--- src/rtl/debug_trace_checker_pkg.sv ---
// Shared types for the writeback-trace checker.
//   addr_t / regid_t / word_t : trace field types
//   chk_state_t               : checker verdict (RUN / PASS / FAIL)
//   trace_ent_t               : one register-writing commit {pc, wnum, wdata}
package debug_trace_checker_pkg;

  typedef logic [31:0] addr_t;
  typedef logic [4:0]  regid_t;
  typedef logic [31:0] word_t;

  typedef enum logic [1:0] {
    ST_RUN  = 2'b00,
    ST_PASS = 2'b01,
    ST_FAIL = 2'b10
  } chk_state_t;

  typedef struct packed {
    addr_t  pc;
    regid_t wnum;
    word_t  wdata;
  } trace_ent_t;

endpackage

--- src/rtl/debug_trace_checker_trace_fifo.sv ---
// Synchronous FIFO of trace entries.
//   i_clk, i_rst      : clock, async active-high reset (clears pointers only)
//   i_push, i_din     : write an entry (caller guarantees not full unless popping)
//   i_pop, o_head     : head entry, dropped on i_pop (caller guarantees not empty)
//   o_full, o_empty   : occupancy flags from the registered pointers
// The head is read straight from the registered read pointer, so an entry
// written this cycle is not visible until the next one.
module debug_trace_checker_trace_fifo
  import debug_trace_checker_pkg::*;
#(
  parameter int DEPTH = 16
) (
  input  logic       i_clk,
  input  logic       i_rst,
  input  logic       i_push,
  input  trace_ent_t i_din,
  input  logic       i_pop,
  output trace_ent_t o_head,
  output logic       o_full,
  output logic       o_empty
);

  localparam int AW = $clog2(DEPTH);

  trace_ent_t    r_mem [DEPTH];
  logic [AW:0]   r_wr_ptr;
  logic [AW:0]   r_rd_ptr;

  // Extra pointer MSB tells full from empty when the index bits match.
  assign o_empty = (r_wr_ptr == r_rd_ptr);
  assign o_full  = (r_wr_ptr[AW] != r_rd_ptr[AW]) &&
                   (r_wr_ptr[AW-1:0] == r_rd_ptr[AW-1:0]);
  assign o_head  = r_mem[r_rd_ptr[AW-1:0]];

  always_ff @(posedge i_clk or posedge i_rst) begin
    if (i_rst) begin
      r_wr_ptr <= '0;
      r_rd_ptr <= '0;
    end else begin
      if (i_push) r_wr_ptr <= r_wr_ptr + 1'b1;
      if (i_pop)  r_rd_ptr <= r_rd_ptr + 1'b1;
    end
  end

  // Storage needs no reset: nothing is readable until written.
  always_ff @(posedge i_clk) begin
    if (i_push) r_mem[r_wr_ptr[AW-1:0]] <= i_din;
  end

endmodule

--- config.mk ---
export PLATFORM = sky130hd
export DESIGN_NAME = debug_trace_checker_trace_fifo
export DESIGN_NICKNAME = d
export VERILOG_FILES = /design/src/rtl/debug_trace_checker_pkg.sv /design/src/rtl/debug_trace_checker_trace_fifo.sv
export SDC_FILE = /design/constraint.sdc
export NUM_CORES = 1
export LEC_CHECK = 0
export CORE_MARGIN = 1.5
export CORE_UTILIZATION = 61
export CTS_CLUSTER_DIAMETER = 100
export DETAILED_ROUTE_END_ITERATION = 6
export PLACE_DENSITY = 0.79
export SYNTH_ARGS = -nofsm -noshare
export SYNTH_HDL_FRONTEND = slang
export SYNTH_SLANG_ARGS = --single-unit
--- constraint.sdc ---
create_clock -name i_clk -period 4.1 [get_ports i_clk]
set_input_delay 0.82 -clock i_clk [delete_from_list [all_inputs] [get_ports i_clk]]
set_output_delay 0.82 -clock i_clk [all_outputs]
set_load 0.005 [all_outputs]
==> qor.txt <==
Post-route antenna net violation count - 0
Total power - 0.0348 W
Combinational Power Share - 32.7%
Final core occ - 71.5%
Total Nets Final - 2,216
Post-synth top area cell - edfxtp_1
Clock power share - 26.9%
Routed wire length - 96.6 mm
Final slew viol count - 0
Die Footprint - 71,800 sq um
LEAKAGE - 16.0 nW
Sequential share of power - 40.4%
Worst hold margin - 0.450 ns
Status - finished clean
Final period utilization - 99.6%
Clock root buffer - clkbuf_16
Initial antenna violation count - 6
Htree depth - 3
Synth area leaders - edfxtp_1, mux4_2, mux2i_1
Non-filler instance count after layout - 3,155
CTS buffer count - 106
Layout overhead on the synthesized area - 15.4%
Core Rows - 96
Initial Utilization - 62.0%
Vias/cell - 6.64
Peak Freq - 245 MHz
PortBufs - 143
Top cell type's share of synthesized area - 77.4%
CP Capture Type - output port
Die height - 268 um
CTS sink count - 1,114
Final setup TNS - 0 ns
Final Skew - 0.0306 ns
CTS tree - yes
Clk_lat worst skew - 0.66 ns
P per Cell Area - 704 nW/um^2
Setup-failing EPs final - 0
Total GRT Usage - 27.4%
WS Path Type - reg -> out
Drt pass-1 iters - 5
Overall via count from detail_route - 21,000
Max Cap Viol - 0
Area of the mapped netlist - 42,800 sq um
Synthesized area per cell - 22.5 sq um
Switching share of total power - 29.8%
Gpl congestion - 0.744
DP HPWL - 49.8 mm
Worst-margin pin slew - 1.01 ns
Share of cells above drive strength 1 - 20.6%
Placed cells - 2,944
Syn_nets - 1,982
First-pass GRT wire length - 141 mm
Worst Path Arrival - 3.26 ns
Io pins - 144
Clock Tree Buf Depth - 3
Cell Int Power - 0.0244 W
Largest net degree at the start of global routing - 142
NetSw - 0.0104 W
Number of global-route vias before repair - 21,700
CP Launch Type - register
CP required - 3.28 ns
Clock slew at reported path FFs - 0.06 ns
Mapped Cells - 1,904
Avg WL per Cell - 30.6 um
Grt ovf - 0
Yosys cell types - 29
Yosys reg bits - 1,114
Core ar. - 69,100 sq um
Worst min path class - in -> async
DRC - 0
FILL cells - 3,802
Synth warn - 0
Number of DRC markers in iteration 0 - 2,402
Critical-path maximum fanout - 27
Chip width - 268 um
Post-synthesis sequential area ratio - 78.0%
Peak supply drop - 0.562 mV
Slew HR - 32.4%
Final hold violation count - 0
Min Tclk post-route - 4.08 ns
## Yosys cell counts
| cell type | count |
|---|---|
| xor2_1 | 3 |
| o21ai_1 | 69 |
| nand2_1 | 4 |
| nand3_1 | 1 |
| edfxtp_1 | 1104 |
| and3_1 | 1 |
| and2_1 | 17 |
| dfrtp_1 | 10 |
| ha_1 | 5 |
| nor2b_1 | 2 |
| nand4_1 | 3 |
| clkbuf_1 | 39 |
| buf_8 | 3 |
| mux2i_1 | 207 |
| buf_6 | 29 |
| inv_1 | 4 |
| mux2_2 | 1 |
| o21ai_0 | 1 |
| nor3b_1 | 1 |
| buf_4 | 5 |
| buf_1 | 11 |
| a32oi_1 | 69 |
| buf_2 | 25 |
| and3b_1 | 1 |
| a22oi_1 | 69 |
| mux4_2 | 185 |
| mux4_1 | 22 |
| xnor2_1 | 10 |
| nor2_1 | 3 |
## registers in the layout (all words and copies together) (netlist names)
| name | cells |
|---|---|
| r_mem | 1104 |
| r_wr_ptr | 5 |
| r_rd_ptr | 5 |
## power groups by stage
stage | Combinational (W) | Clock (W) | Sequential (W)
final | 0.0114 | 0.00937 | 0.0140
after global routing | 0.0120 | 0.00988 | 0.0141
after CTS | 0.0114 | 0.00946 | 0.0140
after detailed placement | 0.0110 | 0 | 0.0143
after global placement | 0.0108 | 0 | 0.0142
after floorplan | 0.00683 | 0 | 0.0141
## metrics by stage
step	setup WS [ns]	cell area (sq um)
finish	0.0184	49400
global route	-0.0152	49400
CTS	-0.0197	49300
detailed placement	0.598	45800
global placement	0.604	45800
floorplan	0.656	42800
## cells in the final DEF, fill, tap and decap left out, drive strengths merged, types with 2 or more instances in the layout
master         count
edfxtp          1104
mux2i            207
mux4             207
clkdlybuf4s50    143
clkbuf           134
buf               92
o21ai             70
a22oi             69
a32oi             69
clkinv            45
and2              18
xnor2             10
dfrtp             10
bufinv             6
inv                6
ha                 5
clkinvlp           5
nand2              4
nand4              3
xor2               3
nor2               3
diode              2
bufbuf             2
nor2b              2
## worst paths after layout
kind                                      to  slack, ns   startpoint  cells after the start
worst max-delay path              o_head[66]       0.02  r_rd_ptr[0]                      6
worst min-delay path             r_rd_ptr[4]       0.45        i_rst                      2
worst max register to register  r_mem[2][32]       1.75  r_wr_ptr[2]                      3
worst min register to register   r_wr_ptr[4]       0.50  r_wr_ptr[4]                      1
max in group asynchronous        r_rd_ptr[3]       3.30        i_rst                      2
min in group i_clk               r_wr_ptr[4]       0.50  r_wr_ptr[4]                      1
## per-layer routing
layer  GRT usage, %  vias to the layer above  share of wire (%)
met5              0                        -              0.041
met4           8.75                        6                2.3
met3           4.85                      156                8.7
met2           46.1                     1154                 52
met1           36.9                    11000                 37
li1               -                     8605                  -
## final cells by class
type / instances / area (sq um) / share of cell area, %
antenna: 2 / 5.00 / 0.0101
clock buffer: 134 / 2860 / 5.79
clock inverter: 58 / 490 / 0.993
inverter: 4 / 20.0 / 0.0405
multi-input combinational: 675 / 8730 / 17.7
sequential: 1114 / 33400 / 67.7
tap: 931 / 1160 / 2.36
timing repair buffer: 237 / 2700 / 5.47
## cell families (layout without fill, tap and decap cells)
kind of cell             Yosys count  in the layout  synth area share (%)
multiplexers                     415            415                  16.0
XOR/XNOR                          13             13                 0.266
flip-flops                      1114           1114                  78.0
AO/OA/AOI/OAI                    208            208                  3.44
adder cells (fa/ha/maj)            5              5                 0.146
buffers and inverters            116            433                  1.72
AND/OR/NAND/NOR                   33             34                 0.447
other                              0              2                     0
## worst max-delay path, cell delays in order, from the launching register on
cell and delay, ns:
dfrtp_4 0.65, buf_4 0.20, buf_16 0.25, mux4_2 0.53
a32oi_1 0.21, o21ai_1 0.21, clkdlybuf4s50_1 0.51
## timing repair
item,4_1_cts,5_1_grt
pin swaps,1,0
setup buffers,5,9
cloned,3,0
gates resized for setup,4,0
hold buffers,0,0
setup endpoints to repair,24,45
(Power assumes the default switching activity.)
